<file path="config.mk">
export PLATFORM = sky130hd
export DESIGN_NAME = fp_cust_arbiter_flat
export DESIGN_NICKNAME = d
export VERILOG_FILES = /design/src/rtl/fp_cust_arbiter_if.sv /design/src/rtl/fp_cust_arbiter.sv /design/src/flat_wrapper.sv
export SDC_FILE = /design/constraint.sdc
export NUM_CORES = 1
export LEC_CHECK = 0
export BUFFER_PORTS_ARGS = -buffer_cell sky130_fd_sc_hd__buf_2
export CAP_MARGIN = 20
export CORE_ASPECT_RATIO = 1.5
export CORE_MARGIN = 1.5
export CORE_UTILIZATION = 58
export DETAILED_ROUTE_END_ITERATION = 10
export PLACE_DENSITY = 0.87
export SLEW_MARGIN = 0
export SYNTH_ARGS = -nofsm -noshare
export SYNTH_HDL_FRONTEND = slang
export SYNTH_SLANG_ARGS = --single-unit
</file>
<file path="constraint.sdc">
create_clock -name clk -period 4.6 [get_ports clk]
set_clock_uncertainty 0.1 [all_clocks]
set_input_delay 0 -clock clk [delete_from_list [all_inputs] [get_ports clk]]
set_output_delay 0 -clock clk [all_outputs]
set_load 0.02 [all_outputs]
</file>
<file path="src/rtl/fp_cust_arbiter_if.sv">
// fp_cust_arbiter_if
// Bundles the two requester custom-instruction ports, the shared FP unit port
// and the error flags of fp_cust_arbiter.
//   rq0_* / rq1_* : dataa, datab, n, start  (requester -> arbiter)
//                   done, result            (arbiter -> requester)
//   fp_*          : dataa, datab, n, start, clk_en (arbiter -> FP unit)
//                   done, result                   (FP unit -> arbiter)
//   err_overrun   : sticky flag, start seen while that requester was pending
//   err_timeout   : sticky watchdog flag, present only with FP_ARB_TIMEOUT_EN
// Modports: slave = the arbiter, master = its environment (requesters + FP unit).
interface fp_cust_arbiter_if #(
  parameter int DATA_W = 32,
  parameter int OP_W   = 2
);
  logic [DATA_W-1:0] rq0_dataa;
  logic [DATA_W-1:0] rq0_datab;
  logic [OP_W-1:0]   rq0_n;
  logic              rq0_start;
  logic              rq0_done;
  logic [DATA_W-1:0] rq0_result;

  logic [DATA_W-1:0] rq1_dataa;
  logic [DATA_W-1:0] rq1_datab;
  logic [OP_W-1:0]   rq1_n;
  logic              rq1_start;
  logic              rq1_done;
  logic [DATA_W-1:0] rq1_result;

  logic [DATA_W-1:0] fp_dataa;
  logic [DATA_W-1:0] fp_datab;
  logic [OP_W-1:0]   fp_n;
  logic              fp_start;
  logic              fp_clk_en;
  logic              fp_done;
  logic [DATA_W-1:0] fp_result;

  logic              err_overrun;
`ifdef FP_ARB_TIMEOUT_EN
  logic              err_timeout;
`endif

  modport slave (
    input  rq0_dataa, rq0_datab, rq0_n, rq0_start,
    output rq0_done, rq0_result,
    input  rq1_dataa, rq1_datab, rq1_n, rq1_start,
    output rq1_done, rq1_result,
    output fp_dataa, fp_datab, fp_n, fp_start, fp_clk_en,
    input  fp_done, fp_result,
    output err_overrun
`ifdef FP_ARB_TIMEOUT_EN
    , output err_timeout
`endif
  );

  modport master (
    output rq0_dataa, rq0_datab, rq0_n, rq0_start,
    input  rq0_done, rq0_result,
    output rq1_dataa, rq1_datab, rq1_n, rq1_start,
    input  rq1_done, rq1_result,
    input  fp_dataa, fp_datab, fp_n, fp_start, fp_clk_en,
    output fp_done, fp_result,
    input  err_overrun
`ifdef FP_ARB_TIMEOUT_EN
    , input err_timeout
`endif
  );
endinterface

</file>
<file path="src/rtl/fp_cust_arbiter.sv">
// fp_cust_arbiter
// Shares one start/done floating-point custom-instruction unit between two
// requesters. Each request (dataa, datab, n) is captured into a per-requester
// holding register, requests are granted round-robin, one operation at a time
// is issued to the FP unit and its result is returned as a one-cycle done pulse.
// Ports:
//   clk      system clock
//   reset_n  asynchronous active-low reset
//   bus      fp_cust_arbiter_if.slave: rq0_*/rq1_* requester ports, fp_* FP
//            unit port, err_overrun (and err_timeout when enabled)
// Optional feature: define FP_ARB_TIMEOUT_EN to add a WAIT watchdog of
// TIMEOUT_CYCLES cycles that answers with a quiet NaN and sets err_timeout.
module fp_cust_arbiter #(
  parameter int DATA_W = 32,
  parameter int OP_W   = 2
`ifdef FP_ARB_TIMEOUT_EN
  , parameter int TIMEOUT_CYCLES = 31
`endif
) (
  input logic              clk,
  input logic              reset_n,
  fp_cust_arbiter_if.slave bus
);
  typedef enum logic [1:0] {IDLE, ISSUE, WAIT, RESP} state_t;

  state_t            state_reg;
  logic [1:0]        pending_reg;
  logic              last_grant_reg;
  logic              grant_reg;
  logic [DATA_W-1:0] hold_a_reg [2];
  logic [DATA_W-1:0] hold_b_reg [2];
  logic [OP_W-1:0]   hold_n_reg [2];
  logic [DATA_W-1:0] result_reg [2];
  logic [1:0]        done_reg;
  logic              fp_start_reg;
  logic [DATA_W-1:0] fp_a_reg;
  logic [DATA_W-1:0] fp_b_reg;
  logic [OP_W-1:0]   fp_n_reg;
  logic              err_overrun_reg;
`ifdef FP_ARB_TIMEOUT_EN
  localparam int TW = $clog2(TIMEOUT_CYCLES + 1);
  logic [TW-1:0]     tmo_cnt_reg;
  logic              err_timeout_reg;
`endif

  logic [DATA_W-1:0] in_a [2];
  logic [DATA_W-1:0] in_b [2];
  logic [OP_W-1:0]   in_n [2];
  logic [1:0]        start;
  logic [1:0]        cap;
  logic [1:0]        pend_base;
  logic [1:0]        pend_next;
  logic              pick;

  always_comb begin
    in_a[0] = bus.rq0_dataa;
    in_b[0] = bus.rq0_datab;
    in_n[0] = bus.rq0_n;
    in_a[1] = bus.rq1_dataa;
    in_b[1] = bus.rq1_datab;
    in_n[1] = bus.rq1_n;
    start   = {bus.rq1_start, bus.rq0_start};
  end

  // A start is only accepted when that requester has nothing pending; the
  // granted requester's pending bit is still set during RESP, so a start in
  // its own RESP cycle is an overrun.
  // The IDLE arbitration is also evaluated in RESP (with the finishing
  // requester removed) so a waiting requester issues in the very next cycle.
  // Fresh captures count as pending immediately, which gives fp_start one
  // cycle after the start pulse when the arbiter is idle.
  always_comb begin
    cap       = start & ~pending_reg;
    pend_base = pending_reg;
    if (state_reg == RESP) begin
      pend_base[grant_reg] = 1'b0;
    end
    pend_next = pend_base | cap;
    pick      = (pend_next == 2'b11) ? ~last_grant_reg : pend_next[1];
  end

  always_ff @(posedge clk or negedge reset_n) begin
    if (!reset_n) begin
      state_reg       <= IDLE;
      pending_reg     <= '0;
      last_grant_reg  <= 1'b1;
      grant_reg       <= 1'b0;
      for (int i = 0; i < 2; i++) begin
        hold_a_reg[i] <= '0;
        hold_b_reg[i] <= '0;
        hold_n_reg[i] <= '0;
        result_reg[i] <= '0;
      end
      done_reg        <= '0;
      fp_start_reg    <= 1'b0;
      fp_a_reg        <= '0;
      fp_b_reg        <= '0;
      fp_n_reg        <= '0;
      err_overrun_reg <= 1'b0;
`ifdef FP_ARB_TIMEOUT_EN
      tmo_cnt_reg     <= '0;
      err_timeout_reg <= 1'b0;
`endif
    end else begin
      done_reg     <= '0;
      fp_start_reg <= 1'b0;
      pending_reg  <= pend_next;
      for (int i = 0; i < 2; i++) begin
        if (cap[i]) begin
          hold_a_reg[i] <= in_a[i];
          hold_b_reg[i] <= in_b[i];
          hold_n_reg[i] <= in_n[i];
        end
      end
      if (|(start & pending_reg)) begin
        err_overrun_reg <= 1'b1;
      end

      case (state_reg)
        IDLE, RESP: begin
          if (|pend_next) begin
            grant_reg      <= pick;
            last_grant_reg <= pick;
            fp_start_reg   <= 1'b1;
            // A request captured this very cycle is not in its holding
            // register yet, so take the operands straight from the port.
            fp_a_reg       <= cap[pick] ? in_a[pick] : hold_a_reg[pick];
            fp_b_reg       <= cap[pick] ? in_b[pick] : hold_b_reg[pick];
            fp_n_reg       <= cap[pick] ? in_n[pick] : hold_n_reg[pick];
            state_reg      <= ISSUE;
          end else begin
            state_reg      <= IDLE;
          end
        end
        ISSUE: begin
          // fp_done is stale during the issue cycle and is not looked at.
          state_reg <= WAIT;
`ifdef FP_ARB_TIMEOUT_EN
          tmo_cnt_reg <= '0;
`endif
        end
        WAIT: begin
          if (bus.fp_done) begin
            result_reg[grant_reg] <= bus.fp_result;
            done_reg[grant_reg]   <= 1'b1;
            state_reg             <= RESP;
          end
`ifdef FP_ARB_TIMEOUT_EN
          else if (tmo_cnt_reg == TW'(TIMEOUT_CYCLES - 1)) begin
            result_reg[grant_reg] <= DATA_W'(32'h7FC0_0000);
            done_reg[grant_reg]   <= 1'b1;
            err_timeout_reg       <= 1'b1;
            state_reg             <= RESP;
          end else begin
            tmo_cnt_reg <= tmo_cnt_reg + 1'b1;
          end
`endif
        end
        default: state_reg <= IDLE;
      endcase
    end
  end

  assign bus.rq0_done    = done_reg[0];
  assign bus.rq0_result  = result_reg[0];
  assign bus.rq1_done    = done_reg[1];
  assign bus.rq1_result  = result_reg[1];
  assign bus.fp_dataa    = fp_a_reg;
  assign bus.fp_datab    = fp_b_reg;
  assign bus.fp_n        = fp_n_reg;
  assign bus.fp_start    = fp_start_reg;
  assign bus.fp_clk_en   = 1'b1;
  assign bus.err_overrun = err_overrun_reg;
`ifdef FP_ARB_TIMEOUT_EN
  assign bus.err_timeout = err_timeout_reg;
`endif
endmodule

</file>
<file path="src/flat_wrapper.sv">
// flat-port wrapper written by rule: the top's interface ports become plain ports
module fp_cust_arbiter_flat 
#(
  parameter int DATA_W = 32,
  parameter int OP_W   = 2

)
  (clk, reset_n, bus_rq0_dataa, bus_rq0_datab, bus_rq0_n, bus_rq0_start, bus_rq0_done, bus_rq0_result, bus_rq1_dataa, bus_rq1_datab, bus_rq1_n, bus_rq1_start, bus_rq1_done, bus_rq1_result, bus_fp_dataa, bus_fp_datab, bus_fp_n, bus_fp_start, bus_fp_clk_en, bus_fp_done, bus_fp_result, bus_err_overrun);
  fp_cust_arbiter_if #(.DATA_W(DATA_W), .OP_W(OP_W)) bus_i ();
  input logic clk;
  input logic reset_n;
  input wire logic [$bits(bus_i.rq0_dataa)-1:0] bus_rq0_dataa;
  input wire logic [$bits(bus_i.rq0_datab)-1:0] bus_rq0_datab;
  input wire logic [$bits(bus_i.rq0_n)-1:0] bus_rq0_n;
  input wire logic [$bits(bus_i.rq0_start)-1:0] bus_rq0_start;
  output wire logic [$bits(bus_i.rq0_done)-1:0] bus_rq0_done;
  output wire logic [$bits(bus_i.rq0_result)-1:0] bus_rq0_result;
  input wire logic [$bits(bus_i.rq1_dataa)-1:0] bus_rq1_dataa;
  input wire logic [$bits(bus_i.rq1_datab)-1:0] bus_rq1_datab;
  input wire logic [$bits(bus_i.rq1_n)-1:0] bus_rq1_n;
  input wire logic [$bits(bus_i.rq1_start)-1:0] bus_rq1_start;
  output wire logic [$bits(bus_i.rq1_done)-1:0] bus_rq1_done;
  output wire logic [$bits(bus_i.rq1_result)-1:0] bus_rq1_result;
  output wire logic [$bits(bus_i.fp_dataa)-1:0] bus_fp_dataa;
  output wire logic [$bits(bus_i.fp_datab)-1:0] bus_fp_datab;
  output wire logic [$bits(bus_i.fp_n)-1:0] bus_fp_n;
  output wire logic [$bits(bus_i.fp_start)-1:0] bus_fp_start;
  output wire logic [$bits(bus_i.fp_clk_en)-1:0] bus_fp_clk_en;
  input wire logic [$bits(bus_i.fp_done)-1:0] bus_fp_done;
  input wire logic [$bits(bus_i.fp_result)-1:0] bus_fp_result;
  output wire logic [$bits(bus_i.err_overrun)-1:0] bus_err_overrun;
  assign bus_i.rq0_dataa = bus_rq0_dataa;
  assign bus_i.rq0_datab = bus_rq0_datab;
  assign bus_i.rq0_n = bus_rq0_n;
  assign bus_i.rq0_start = bus_rq0_start;
  assign bus_rq0_done = bus_i.rq0_done;
  assign bus_rq0_result = bus_i.rq0_result;
  assign bus_i.rq1_dataa = bus_rq1_dataa;
  assign bus_i.rq1_datab = bus_rq1_datab;
  assign bus_i.rq1_n = bus_rq1_n;
  assign bus_i.rq1_start = bus_rq1_start;
  assign bus_rq1_done = bus_i.rq1_done;
  assign bus_rq1_result = bus_i.rq1_result;
  assign bus_fp_dataa = bus_i.fp_dataa;
  assign bus_fp_datab = bus_i.fp_datab;
  assign bus_fp_n = bus_i.fp_n;
  assign bus_fp_start = bus_i.fp_start;
  assign bus_fp_clk_en = bus_i.fp_clk_en;
  assign bus_i.fp_done = bus_fp_done;
  assign bus_i.fp_result = bus_fp_result;
  assign bus_err_overrun = bus_i.err_overrun;
  fp_cust_arbiter #(.DATA_W(DATA_W), .OP_W(OP_W)) u_core (.clk(clk), .reset_n(reset_n), .bus(bus_i));
endmodule
</file>
==> impl_metrics.yaml <==
run_status:
  run_status: "finished clean"
global_routing:
  grt_max_degree: 133
  groute.usage.overall_pct: 37.3
  antenna_found_initial: 3
  grt_pass1_vias: 12195
  grt_pass1_wl_um: 64000
  gr-total-overflow: 0
critical_path:
  timing.critical_path.from: "u_core.pending_reg[1]$_DFF_PN0_"
  cp_cell_sequence: "nor2b_4, o22a_4, buf_4, nor3_1, o21a_1, o31ai_1"
  reg2regPathDepth: 6
  rrSetupSlack_ns: 1.21
  crit_path_top_delay_cell: "o22a_4"
  critPathCapture: "u_core.bus.fp_datab[25]$_DFFE_PN0P_"
  cp-end-kind: "flip-flop"
  timing.rr.start: "u_core.pending_reg[1]$_DFF_PN0_"
  max_stage_delay_ns: 0.73
  path_max_fanout: 60
  r2r-end: "u_core.bus.fp_datab[25]$_DFFE_PN0P_"
  crit_required_ns: 4.87
  arrival_ns: 3.66
  critPathKind: "reg2reg"
  startpoint_type: "flip-flop"
floorplanning:
  dieArea_um2: 21800
  die_x_um: 121
  core_area_um2: 20400
  fp-row-count: 64
  num_io_pins: 304
  dieHeight_um: 180
  initial_core_util_pct: 59.3
pwr:
  pwr-share-clk_pct: 17.9
  power_frac_seq_pct: 33.5
  power.density_nw_per_um2: 787
  p_sw_mw: 5.59
  p_comb_share_pct: 48.6
  p_int_mw: 7.33
  ir_drop_v: 0.000724
  p_leak_nw: 7.87
  power.total_mw: 12.9
  swShare_pct: 43.3
clock_tree:
  cts.sinks: 272
  h-tree-depth: 1
  cts_max_path_buffers: 3
  cts_tree: "done"
  cts_setup_buffers: 0
  cts-buffers-inserted: 27
  cts_resized: 0
  clk_pin_slew_ns: 0.06
  cts_root_buf: "clkbuf_16"
  clk_latency_ns: 0.53
logic_synthesis:
  seq_area_frac_synth_pct: 56.2
  syn_inst: 1198
  ys_ff_latch: 272
  yosys_warnings: 0
  avgSynthCellArea_um2: 10.1
  synth_nets: 1369
  yosysTopAreaCellShare_pct: 56.0
  synthDistinctLibCells: 34
  synth_area_um2: 12100
  ys_top_cells_by_area: "dfrtp_1 56%, nand2_1 11%, mux2_2 9.1%"
  synth_top_cell_by_area: "dfrtp_1"
finish:
  fin_util_pct: 80.3
  fin_cells: 1905
  fin_nets: 1789
  area_growth_pct: 35.4
  drive_above_1_share_pct: 28.8
detailed_routing:
  top_layer_used: "met4"
  drtIter0Drc: 1331
  routed_wirelength_um: 40500
  wl_per_cell_um: 21.2
  vias_per_cell: 6.13
  wl_met2_um: 20500
  drcViolationCount: 0
  drt-met1-wl_um: 14300
  met3_length_um: 3260
  vias: 11669
  drtPass1Iterations: 6
  antenna_left: 0
sta:
  grt_setup_unrepaired: "false"
  setup_viol: 0
  timing.final.crit_share_pct: 73.7
  maxSlewViolCount: 0
  finalWorstSetupSlack_ns: 1.21
  period_needed_ns: 3.39
  tightest_slew_ns: 1.08
  final_hold_viol_count: 0
  clock.fmax_mhz: 295
  slew_headroom_pct: 27.4
  tns_ns: 0
placed_design:
  io_buffer_count: 302
  dp_cells: 1681
  place_congestion: 0.815
  place_hpwl_um: 21200
  place_ws_ns: 1.50
flow_run:
  cap_violations: 0
hold_path:
  hp-class: "in2async"
==> cells in the final DEF (no fill, tap or decap), types with 2 or more instances in the layout <==
| cell type | Yosys | layout |
|---|---|---|
| nor2b_4 | 0 | 2 |
| a21oi_1 | 5 | 5 |
| o31ai_1 | 65 | 65 |
| o21ai_4 | 1 | 2 |
| bufinv_16 | 0 | 3 |
| o32ai_1 | 66 | 66 |
| clkinv_2 | 0 | 2 |
| buf_2 | 42 | 301 |
| buf_4 | 6 | 13 |
| dfrtp_1 | 271 | 271 |
| clkbuf_1 | 46 | 7 |
| dlygate4sd3_1 | 0 | 171 |
| diode_2 | 0 | 3 |
| ha_1 | 2 | 2 |
| inv_1 | 6 | 6 |
| buf_12 | 0 | 3 |
| clkbuf_8 | 0 | 8 |
| a31oi_1 | 2 | 2 |
| mux2_2 | 98 | 98 |
| nor3_1 | 66 | 66 |
| nor2_1 | 70 | 70 |
| nand2_1 | 363 | 363 |
| o21a_1 | 66 | 66 |
| clkbuf_16 | 0 | 27 |
==> cell usage after synthesis <==
| library cell | count |
|---|---|
| o31ai_1 | 65 |
| a221o_1 | 1 |
| nor3_1 | 66 |
| o31ai_2 | 1 |
| inv_1 | 6 |
| nand3_1 | 1 |
| or2_1 | 1 |
| conb_1 | 1 |
| clkbuf_1 | 46 |
| buf_4 | 6 |
| and3b_1 | 1 |
| a21oi_2 | 1 |
| o22ai_2 | 1 |
| nand3b_1 | 1 |
| o21ai_1 | 1 |
| o21ai_0 | 1 |
| a31oi_1 | 2 |
| buf_2 | 42 |
| a21oi_1 | 5 |
| mux2_2 | 98 |
| dfrtp_1 | 271 |
| nand2_1 | 363 |
| buf_6 | 1 |
| a21boi_2 | 1 |
| nand2b_1 | 2 |
| buf_1 | 4 |
| nor2_1 | 70 |
| o22a_1 | 1 |
| o21a_1 | 66 |
| ha_1 | 2 |
| nor2b_1 | 2 |
| o32ai_1 | 66 |
| dfstp_2 | 1 |
| o21ai_4 | 1 |
==> worst min path at each step <==
stage                                  from                               endpoint  slack [ns]  depth (start not counted)
after floorplan                     reset_n     u_core.bus.err_overrun$_DFFE_PN0P_       -0.40                          0
after global placement              reset_n   u_core.bus.rq1_result[5]$_DFFE_PN0P_        0.07                          1
after detailed placement            reset_n   u_core.bus.rq0_result[5]$_DFFE_PN0P_        0.08                          1
after CTS                 bus_rq0_dataa[16]      u_core.hold_a_reg[48]$_DFFE_PN0P_         0.1                          4
after global routing      bus_rq0_dataa[20]      u_core.hold_a_reg[52]$_DFFE_PN0P_        0.12                          4
final                               reset_n  u_core.bus.rq0_result[31]$_DFFE_PN0P_        0.08                          2
==> logic make-up (layout without fill, tap and decap cells) <==
family	Yosys count	count (layout)	synth area share, %
flip-flops	272	272	56.2
AO/OA/AOI/OAI	213	213	13.9
AND/OR/NAND/NOR	507	507	16.6
other	1	4	0.0310
adder cells (fa/ha/maj)	2	2	0.207
multiplexers	98	98	9.11
buffers and inverters	105	545	3.94
==> power groups by stage <==
stage | clock network (mW) | logic, mW | registers (mW)
after floorplan | 0 | 3.62 | 4.80
after global placement | 0 | 5.66 | 4.18
after detailed placement | 0 | 5.88 | 4.25
after CTS | 2.32 | 6.03 | 4.23
after global routing | 2.42 | 6.72 | 4.42
final | 2.31 | 6.28 | 4.33
==> per-layer routing <==
metal | up-vias | global-route usage (%)
li1 | 4980 | -
met4 | 0 | 20.5
met5 | - | 0
met2 | 812 | 63.6
met3 | 211 | 7.11
met1 | 5666 | 44.0
==> critical path: cells and delay by family, from the launching register on <==
family	cells	cell delay [ns]
compound gates	3	1.37
flops	1	0.41
simple gates	2	0.80
buf+inv	1	0.52
==> metrics by stage <==
step / cell area, um2 / hold WS [ns]
after floorplan: 12100 / -0.396
after global placement: 13700 / 0.0664
after detailed placement: 13700 / 0.0822
after CTS: 16400 / 0.0978
after global routing: 16400 / 0.120
final: 16400 / 0.0798
==> timing repair <==
action | in CTS | in global routing
hold buffers | 171 | 0
endpoints found under the hold margin | 397 | 0
endpoints found under the setup margin | 0 | 0
==> area by class of cell <==
cell class	instances	area (um2)
clock buffer	42	812
clock inverter	7	116
inverter	6	22.5
fill	1071	4010
antenna	3	7.51
timing repair buffer	490	3420
multi-input combinational	821	4890
tap	264	330
sequential	272	6810
Note: power is estimated with default switching activity, not from simulation.
